**src/rtl/ebi_tx_arb_if.sv**
```systemverilog
`default_nettype none
// ============================================================================
// Module      : ebi_tx_arb_if
// Description : Channel request / beat / credit bundle for the EBI TX arbiter.
// Revision    : 1.0 - initial release
// ============================================================================
interface ebi_tx_arb_if #(
    parameter int TX_CHANNEL_NUM    = 5,
    parameter int CHANNEL_NUM_WIDTH = 3,
    parameter int LEN_WIDTH         = 3,
    parameter int CREDIT_WIDTH      = 4
) ();
    logic [TX_CHANNEL_NUM-1:0]           ch_req_i;
    logic [TX_CHANNEL_NUM*LEN_WIDTH-1:0] ch_len_i;
    logic [TX_CHANNEL_NUM-1:0]           ch_grant_o;
    logic                                beat_v_o;
    logic [CHANNEL_NUM_WIDTH-1:0]        beat_ch_o;
    logic [LEN_WIDTH-1:0]                beat_idx_o;
    logic                                sop_o;
    logic                                eop_o;
    logic                                credit_in_i;
    logic [CREDIT_WIDTH-1:0]             credit_cnt_o;
    logic                                credit_ovf_o;
    logic                                busy_o;

    modport slave (
        input  ch_req_i, ch_len_i, credit_in_i,
        output ch_grant_o, beat_v_o, beat_ch_o, beat_idx_o, sop_o, eop_o,
               credit_cnt_o, credit_ovf_o, busy_o
    );

    modport master (
        output ch_req_i, ch_len_i, credit_in_i,
        input  ch_grant_o, beat_v_o, beat_ch_o, beat_idx_o, sop_o, eop_o,
               credit_cnt_o, credit_ovf_o, busy_o
    );
endinterface
`default_nettype wire

```
**src/rtl/ebi_tx_arb.sv**
```systemverilog
`default_nettype none
// ============================================================================
// Module      : ebi_tx_arb
// Description : Round-robin channel arbiter and credit-gated beat sequencer
//               for the shared off-die EBI transmit link.
// Revision    : 1.0 - initial release
// ============================================================================
module ebi_tx_arb #(
    parameter int TX_CHANNEL_NUM    = 5,
    parameter int CHANNEL_NUM_WIDTH = 3,
    parameter int LEN_WIDTH         = 3,
    parameter int CREDIT_WIDTH      = 4,
    parameter int CREDIT_INIT       = 8
) (
    input  wire logic         bus_clk,
    input  wire logic         rst,
    ebi_tx_arb_if.slave       bus
);

    typedef enum logic [0:0] {
        S_IDLE = 1'b0,
        S_SEND = 1'b1
    } state_t;

    localparam logic [CREDIT_WIDTH-1:0]      c_credit_max  = '1;
    localparam logic [CREDIT_WIDTH-1:0]      c_credit_init = CREDIT_WIDTH'(CREDIT_INIT);
    localparam logic [CHANNEL_NUM_WIDTH-1:0] c_last_ch     = CHANNEL_NUM_WIDTH'(TX_CHANNEL_NUM - 1);

    state_t                         r_state;
    state_t                         w_state_nxt;
    logic [TX_CHANNEL_NUM-1:0]      r_grant;
    logic [CHANNEL_NUM_WIDTH-1:0]   r_ch;
    logic [LEN_WIDTH-1:0]           r_len;
    logic [LEN_WIDTH-1:0]           r_cnt;
    logic [CHANNEL_NUM_WIDTH-1:0]   r_ptr;
    logic [CREDIT_WIDTH-1:0]        r_credit;
    logic                           r_ovf;

    logic                           w_any;
    logic [CHANNEL_NUM_WIDTH-1:0]   w_win;
    logic [CHANNEL_NUM_WIDTH-1:0]   w_cand;
    logic [LEN_WIDTH-1:0]           w_len;
    logic [TX_CHANNEL_NUM-1:0]      w_grant_oh;
    logic                           w_beat;
    logic                           w_last;
    logic [CHANNEL_NUM_WIDTH-1:0]   w_ptr_nxt;

    // Scan requesters starting at the pointer and wrapping; first hit wins.
    always_comb begin
        int pos;
        w_any  = 1'b0;
        w_win  = '0;
        w_cand = '0;
        pos    = 0;
        for (int i = 0; i < TX_CHANNEL_NUM; i++) begin
            pos = int'(r_ptr) + i;
            if (pos >= TX_CHANNEL_NUM) begin
                pos = pos - TX_CHANNEL_NUM;
            end
            w_cand = CHANNEL_NUM_WIDTH'(pos);
            if (!w_any && bus.ch_req_i[w_cand]) begin
                w_any = 1'b1;
                w_win = w_cand;
            end
        end
    end

    always_comb begin
        w_len      = '0;
        w_grant_oh = '0;
        for (int i = 0; i < TX_CHANNEL_NUM; i++) begin
            if (w_win == CHANNEL_NUM_WIDTH'(i)) begin
                w_len         = bus.ch_len_i[i*LEN_WIDTH +: LEN_WIDTH];
                w_grant_oh[i] = 1'b1;
            end
        end
    end

    assign w_beat    = (r_state == S_SEND) && (r_credit != '0);
    assign w_last    = (r_cnt == r_len);
    assign w_ptr_nxt = (r_ch == c_last_ch) ? '0 : r_ch + 1'b1;

    always_ff @(posedge bus_clk or negedge rst) begin
        if (!rst) begin
            r_state <= S_IDLE;
        end else begin
            r_state <= w_state_nxt;
        end
    end

    always_comb begin
        w_state_nxt = r_state;
        case (r_state)
            S_IDLE: begin
                if (w_any) begin
                    w_state_nxt = S_SEND;
                end
            end
            S_SEND: begin
                if (w_beat && w_last) begin
                    w_state_nxt = S_IDLE;
                end
            end
            default: w_state_nxt = S_IDLE;
        endcase
    end

    always_ff @(posedge bus_clk or negedge rst) begin
        if (!rst) begin
            r_grant  <= '0;
            r_ch     <= '0;
            r_len    <= '0;
            r_cnt    <= '0;
            r_ptr    <= '0;
            r_credit <= c_credit_init;
            r_ovf    <= 1'b0;
        end else begin
            if ((r_state == S_IDLE) && w_any) begin
                r_grant <= w_grant_oh;
                r_ch    <= w_win;
                r_len   <= w_len;
                r_cnt   <= '0;
            end else if (w_beat) begin
                if (w_last) begin
                    r_grant <= '0;
                    r_cnt   <= '0;
                    r_ptr   <= w_ptr_nxt;
                end else begin
                    r_cnt   <= r_cnt + 1'b1;
                end
            end

            // A returned credit and an issued beat in the same cycle cancel.
            case ({bus.credit_in_i, w_beat})
                2'b10: begin
                    if (r_credit == c_credit_max) begin
                        r_ovf <= 1'b1;
                    end else begin
                        r_credit <= r_credit + 1'b1;
                    end
                end
                2'b01:   r_credit <= r_credit - 1'b1;
                default: r_credit <= r_credit;
            endcase
        end
    end

    assign bus.ch_grant_o   = r_grant;
    assign bus.beat_v_o     = w_beat;
    assign bus.beat_ch_o    = r_ch;
    assign bus.beat_idx_o   = r_cnt;
    assign bus.sop_o        = w_beat && (r_cnt == '0);
    assign bus.eop_o        = w_beat && w_last;
    assign bus.credit_cnt_o = r_credit;
    assign bus.credit_ovf_o = r_ovf;
    assign bus.busy_o       = (r_state == S_SEND);

endmodule
`default_nettype wire

```
**src/flat_wrapper.sv**
```systemverilog
// flat-port wrapper written by rule: the top's interface ports become plain ports
module ebi_tx_arb_flat 
#(
    parameter int TX_CHANNEL_NUM    = 5,
    parameter int CHANNEL_NUM_WIDTH = 3,
    parameter int LEN_WIDTH         = 3,
    parameter int CREDIT_WIDTH      = 4,
    parameter int CREDIT_INIT       = 8
)
  (bus_clk, rst, bus_ch_req_i, bus_ch_len_i, bus_credit_in_i, bus_ch_grant_o, bus_beat_v_o, bus_beat_ch_o, bus_beat_idx_o, bus_sop_o, bus_eop_o, bus_credit_cnt_o, bus_credit_ovf_o, bus_busy_o);
  ebi_tx_arb_if #(.TX_CHANNEL_NUM(TX_CHANNEL_NUM), .CHANNEL_NUM_WIDTH(CHANNEL_NUM_WIDTH), .LEN_WIDTH(LEN_WIDTH), .CREDIT_WIDTH(CREDIT_WIDTH)) bus_i ();
  input  wire logic bus_clk;
  input  wire logic rst;
  input wire logic [$bits(bus_i.ch_req_i)-1:0] bus_ch_req_i;
  input wire logic [$bits(bus_i.ch_len_i)-1:0] bus_ch_len_i;
  input wire logic [$bits(bus_i.credit_in_i)-1:0] bus_credit_in_i;
  output wire logic [$bits(bus_i.ch_grant_o)-1:0] bus_ch_grant_o;
  output wire logic [$bits(bus_i.beat_v_o)-1:0] bus_beat_v_o;
  output wire logic [$bits(bus_i.beat_ch_o)-1:0] bus_beat_ch_o;
  output wire logic [$bits(bus_i.beat_idx_o)-1:0] bus_beat_idx_o;
  output wire logic [$bits(bus_i.sop_o)-1:0] bus_sop_o;
  output wire logic [$bits(bus_i.eop_o)-1:0] bus_eop_o;
  output wire logic [$bits(bus_i.credit_cnt_o)-1:0] bus_credit_cnt_o;
  output wire logic [$bits(bus_i.credit_ovf_o)-1:0] bus_credit_ovf_o;
  output wire logic [$bits(bus_i.busy_o)-1:0] bus_busy_o;
  assign bus_i.ch_req_i = bus_ch_req_i;
  assign bus_i.ch_len_i = bus_ch_len_i;
  assign bus_i.credit_in_i = bus_credit_in_i;
  assign bus_ch_grant_o = bus_i.ch_grant_o;
  assign bus_beat_v_o = bus_i.beat_v_o;
  assign bus_beat_ch_o = bus_i.beat_ch_o;
  assign bus_beat_idx_o = bus_i.beat_idx_o;
  assign bus_sop_o = bus_i.sop_o;
  assign bus_eop_o = bus_i.eop_o;
  assign bus_credit_cnt_o = bus_i.credit_cnt_o;
  assign bus_credit_ovf_o = bus_i.credit_ovf_o;
  assign bus_busy_o = bus_i.busy_o;
  ebi_tx_arb #(.TX_CHANNEL_NUM(TX_CHANNEL_NUM), .CHANNEL_NUM_WIDTH(CHANNEL_NUM_WIDTH), .LEN_WIDTH(LEN_WIDTH), .CREDIT_WIDTH(CREDIT_WIDTH), .CREDIT_INIT(CREDIT_INIT)) u_core (.bus_clk(bus_clk), .rst(rst), .bus(bus_i));
endmodule
```
**config.mk**
```make
export PLATFORM = sky130hd
export DESIGN_NAME = ebi_tx_arb_flat
export DESIGN_NICKNAME = d
export VERILOG_FILES = /design/src/rtl/ebi_tx_arb_if.sv /design/src/rtl/ebi_tx_arb.sv /design/src/flat_wrapper.sv
export SDC_FILE = /design/constraint.sdc
export NUM_CORES = 1
export LEC_CHECK = 0
export BUFFER_PORTS_ARGS = -buffer_cell sky130_fd_sc_hd__buf_2
export CAP_MARGIN = 20
export CORE_MARGIN = 4
export CORE_UTILIZATION = 40
export DETAILED_ROUTE_END_ITERATION = 6
export GPL_TIMING_DRIVEN = 0
export MAX_ROUTING_LAYER = met4
export PLACE_DENSITY = 0.68
export SYNTH_ARGS = -nofsm -noshare
export SYNTH_HDL_FRONTEND = slang
export SYNTH_SLANG_ARGS = --single-unit
export TNS_END_PERCENT = 100
```
**constraint.sdc**
```tcl
create_clock -name bus_clk -period 5.65 [get_ports bus_clk]
set_input_delay 0.8475 -clock bus_clk [delete_from_list [all_inputs] [get_ports bus_clk]]
set_output_delay 0.8475 -clock bus_clk [all_outputs]
set_load 0.05 [all_outputs]
```
# [After elaboration in Yosys (flattened, before gate mapping)]
# Index checks and enable logic that the tools add are counted.
[word_totals] reg_bits=23 in_bits=23 out_inout_bits=20
[op_classes] add_sub_neg=13 n_lt_le_gt_ge=10 eq_ne=10 muxes=47 n_bitwise=2 reduce_logical=22
[ops] cell="two-way mux 3 bit" n=19
[ops] cell="< comparator 3 x 4 -> 1 bit (second input constant)" n=5
[ops] cell="two-way mux 1 bit" n=17
[ops] cell="greater-or-equal comparator 4 x 3 -> 1 bit (second input constant)" n=4
[ops] cell="binary-select mux 1 bit (select 3 bit)" n=5
[ops] cell="two-way mux 5 bit" n=3
[ops] cell="subtractor 3 bit (second input constant)" n=5
[ops] cell="adder 3 x 2 -> 4 bit (second input constant)" n=2
[ops] cell="logical AND 1 bit" n=8
[ops] cell="one-hot mux 4 bit (2 select lines)" n=1
[ops] cell="adder 3 x 1 -> 3 bit (second input constant)" n=2
[ops] cell="== test 3 x 2 -> 1 bit (second input constant)" n=2
[ops] cell="== test 3 bit (second input constant)" n=2
[ops] cell="zero test 3 bit" n=2
[ops] cell="AND reduction 2 bit" n=3
[ops] cell="nonzero test 2 bit" n=3
[ops] cell="adder 3 x 1 -> 4 bit (second input constant)" n=1
[ops] cell="adder 3 x 3 -> 4 bit (second input constant)" n=1
[ops] cell="adder 4 x 1 -> 4 bit (second input constant)" n=1
[ops] cell="== test 4 bit (second input constant)" n=1
[ops] cell="zero test 1 bit" n=4
[ops] cell="two-way mux 4 bit" n=1
[ops] cell="nonzero test 4 bit" n=1
[ops] cell="subtractor 4 x 1 -> 4 bit (second input constant)" n=1
[ops] cell="9 further kinds" n=10

# [Depth between registers and ports, before layout]
[logic_depth] depth_word=23 ltp_mapped=16

# [Least setup slack after synthesis]
# OpenSTA, ideal clock, no wires.
[synth_path] kind="register -> register" startpoint="register u_core.r_ptr[1]" endpoint="register u_core.r_len[1]" arrival_ns=3.562 t_required_ns=5.521 slack_ns=1.959 stages_incl_launch_ff=17 n_path_buf=3 synth_period_minus_slack_ns=3.691 path_cell_list="dfrtp_1 buf_2 inv_1 ha_1 ha_1 clkbuf_1 inv_1 o31ai_1 a221oi_1 or3_1 o32ai_1 a31o_1 mux2_4 buf_6 mux2_4 a221oi_1 a21oi_1"
[synth_between] elab_chain_cells=23
[synth_lines] element="start: declaration" line_no="ebi_tx_arb.sv:35" text="logic [CHANNEL_NUM_WIDTH-1:0] r_ptr;"
[synth_lines] element="start signal: assignment" line_no="ebi_tx_arb.sv:127" text="r_ptr <= w_ptr_nxt;"
[synth_lines] element="branches (longest 23 deep; another with adder 3 x 1 -> 4 bit)"
[synth_lines] element="end signal: assignment" line_no="ebi_tx_arb.sv:121" text="r_len <= w_len;"
[synth_lines] element="end: declaration" line_no="ebi_tx_arb.sv:33" text="logic [LEN_WIDTH-1:0] r_len;"
# Several ways; the timed one is not identified. The select of a mux whose other input is x is not followed.
# A chain may end at the register's enable or synchronous reset.

# [Final worst setup path]
[layout_path] startpoint="register u_core.r_ptr[1]" endpoint="register u_core.r_len[2]"
# Same word-level chain as after synthesis.

==> results.py <==
metrics = {
    "clock_tree": {
        "cts_buffer_depth": 2,
        "cts_tree": "built",
        "ctsHoldBuffers": 0,
        "clock-sinks": 23,
        "cts_root_buffer": "clkbuf_8",
        "clkLatencyLatePin_ns": 0.27,
        "clk_pin_slew_worst_paths_ns": 0.09,
        "post_cts_resized": 0,
        "cts_buffers": 3,
        "post-cts-setup-buffers": 0,
        "h-tree-depth": 1,
    },
    "cells_and_area": {
        "final_nets": 361,
        "drive_above_1_share_pct": 25.9,
        "fillers": 564,
        "area_delta_synth_final_pct": 14.6,
        "diodes": 0,
    },
    "critical_path": {
        "critPathBufInv": 5,
        "startpoint_type": "flip-flop",
        "max_stage_delay_ns": 0.45,
        "critPathArrivalTime_ns": 4.51,
        "crit_fanout": 10,
        "critPathKind": "reg -> reg",
        "crit_slowest_cell": "dfrtp_1",
        "path_cells": "buf_2 > inv_1 > ha_1 > ha_1 > clkbuf_1 > inv_1 > o31ai_1 > a221oi_1 > a211oi_1 > nor3b_1 > nand4b_1 > mux2_4 > buf_6 > mux2_4 > a221oi_1 > a21oi_1",
        "timing.reg2reg.setup_slack_ns": 1.29,
        "cp-end-kind": "flip-flop",
        "cpLargestDelayFamily": "compound AO/OA/AOI/OAI gates",
        "critical_path_required_ns": 5.80,
    },
    "placed_design": {
        "finalWeightedCongestion": 0.873,
        "numPortBuffers": 42,
        "dp.final_hpwl_mm": 4.92,
    },
    "timing": {
        "tightest_slew_ns": 0.984,
        "fin_skew_ns": 0.00743,
        "setup_viol": 0,
        "fmax_mhz": 229,
        "tns_ns": 0,
        "period_minus_slack_ns": 4.36,
        "period_share_pct": 77.2,
        "grt_setup_unrepaired": "false",
        "slew_headroom_pct": 33.5,
        "slew_violations": 0,
        "finalHoldViolCount": 0,
    },
    "drt": {
        "first_pass_iters": 4,
        "final_antenna_net_count": 0,
        "wire_per_inst_um": 16.0,
        "drt-total-wl_mm": 6.30,
        "drtIter0Drc": 164,
        "vias": 2263,
        "drc": 0,
        "viasPerCell": 5.76,
    },
    "yosys": {
        "syn-instance-count": 275,
        "synth_area_sq_um": 2390,
        "synth-seq-area-share_pct": 24.1,
        "synth_common_cells": "nand2_1 (23), dfrtp_1 (22), inv_1 (20)",
        "synth.most_common_cell": "nand2_1",
        "synthAdderAreaFrac_pct": 9.00,
        "muxShareOfSynthArea_pct": 10.4,
        "synth.avg_cell_area_sq_um": 8.69,
        "synth.largest_area_cell": "dfrtp_1",
        "ys.flop_type": "dfrtp_1",
        "synth_top_family_by_area": "compound AO/OA/AOI/OAI gates",
        "syn_nets": 314,
        "synth_cell_types": 68,
        "synth-async-reset-ratio_pct": 100,
        "ys_warn_count": 0,
        "synth_edf_count": 0,
        "synth_xor_area_share_pct": 3.24,
        "synth_top_area_share_pct": 23.0,
        "synthTopCellsByArea": "dfrtp_1 (23%), ha_1 (7.3%), nand2_1 (3.6%)",
        "synth_compound_area_share_pct": 24.8,
        "synthSimpleGateAreaFrac_pct": 22.1,
        "yosys_register_bits": 23,
    },
    "die": {
        "start_util_pct": 42.4,
        "dieArea_sq_um": 7280,
        "num_rows": 27,
        "core_sq_um": 5640,
        "die_h_um": 85.3,
        "die_width_um": 85.3,
        "pin_count": 43,
    },
    "global_route": {
        "grt_pass1_wl_mm": 10.5,
        "overflow": 0,
        "first_global_vias": 2227,
        "grt_max_degree": 24,
        "grt.total_usage_pct": 17.8,
        "antenna_found_initial": 0,
    },
    "run_status": {
        "outcome": "complete, no violations",
    },
    "job": {
        "cap_violations": 0,
    },
    "worst_hold_path": {
        "min_path_type": "reg -> reg",
    },
}
[state kept, by name, summed over array words and instances (netlist names)]
| signal | flops |
|---|---|
| u_core.bus.beat_ch_o | 3 |
| u_core.bus.ch_grant_o | 5 |
| u_core.r_ptr | 3 |
| u_core.bus.credit_cnt_o | 4 |
| u_core.bus.credit_ovf_o | 1 |
| u_core.bus.busy_o | 1 |
| u_core.r_len | 3 |
| u_core.bus.beat_idx_o | 3 |
[stage by stage]
stage	cells	instance area (sq um)	worst slack, ns	hold slack [ns]	utilization [%]
after floorplan	275	2390	1.96	0.516	-
after global placement	389	2690	1.42	0.463	47.7
after detailed placement	389	2690	1.36	0.465	47.7
after CTS	393	2740	1.33	0.488	48.6
after global routing	393	2740	0.832	0.534	48.6
final	393	2740	1.29	0.487	48.6
[cell type report]
type / instances / area, sq um / share of cell area [%]
Inverter: 20 / 75.1 / 2.74
Multi-Input combinational cell: 221 / 1660 / 60.6
Sequential cell: 23 / 577 / 21.1
Timing Repair Buffer: 42 / 210 / 7.67
Buffer: 11 / 77.6 / 2.83
Clock inverter: 1 / 7.51 / 0.274
Clock buffer: 3 / 41.3 / 1.51
Tap cell: 72 / 90.1 / 3.29
[kinds of logic (layout without fill, tap and decap cells)]
logic type / count (synthesis) / in the layout
DFF: 23 / 23
muxes: 19 / 19
xor gates and xnor gates: 8 / 8
buffers and inverters: 31 / 77
and+or+nand+nor: 97 / 97
adders and majority gates: 16 / 16
AOI/OAI and AO/OA: 81 / 81
[worst register-to-register path, stage by stage (launching register included)]
cell and delay [ns]:
dfrtp_1 0.45, buf_2 0.29, inv_1 0.18, ha_1 0.30, ha_1 0.30, clkbuf_1 0.31, inv_1 0.10, o31ai_1 0.38
a221oi_1 0.18, a211oi_1 0.39, nor3b_1 0.11, nand4b_1 0.13, mux2_4 0.32, buf_6 0.15, mux2_4 0.30, a221oi_1 0.26
a21oi_1 0.10
[path summary, 6_finish.rpt]
check	startpoint	to	cells after the start
worst max-delay path	u_core.r_ptr[1]	u_core.r_len[2]	16
worst min-delay path	u_core.bus.credit_ovf_o	u_core.bus.credit_ovf_o	1
worst max register to register	u_core.r_ptr[1]	u_core.r_len[2]	16
worst min register to register	u_core.bus.credit_ovf_o	u_core.bus.credit_ovf_o	1
max in group asynchronous	rst	u_core.bus.credit_cnt_o[3]	1
min in group asynchronous	rst	u_core.bus.credit_cnt_o[2]	1
[layout by cell type, fill, tap and decap left out, types with 5 or more instances in the layout]
cell,n
ha_1,14
o21ai_0,13
dfrtp_1,22
mux2i_1,6
nand2b_1,7
nor2_1,12
inv_1,20
xnor2_1,5
nor3_1,5
nand3_1,17
buf_2,44
mux2_2,5
a21oi_1,16
nand2_1,23
mux2_4,5
a31oi_1,5
[per-layer routing]
| layer | track usage [%] | routed length (um) | up-vias |
|---|---|---|---|
| li1 | - | - | 1109 |
| met1 | 24.2 | 2980 | 1068 |
| met2 | 28.0 | 2910 | 78 |
| met3 | 3.11 | 337 | 8 |
| met4 | 3.45 | 73 | 0 |
| met5 | - | 0 | - |
Power is not shown: default switching activity piles up to over one toggle a cycle in this logic, so the estimate is an artifact.
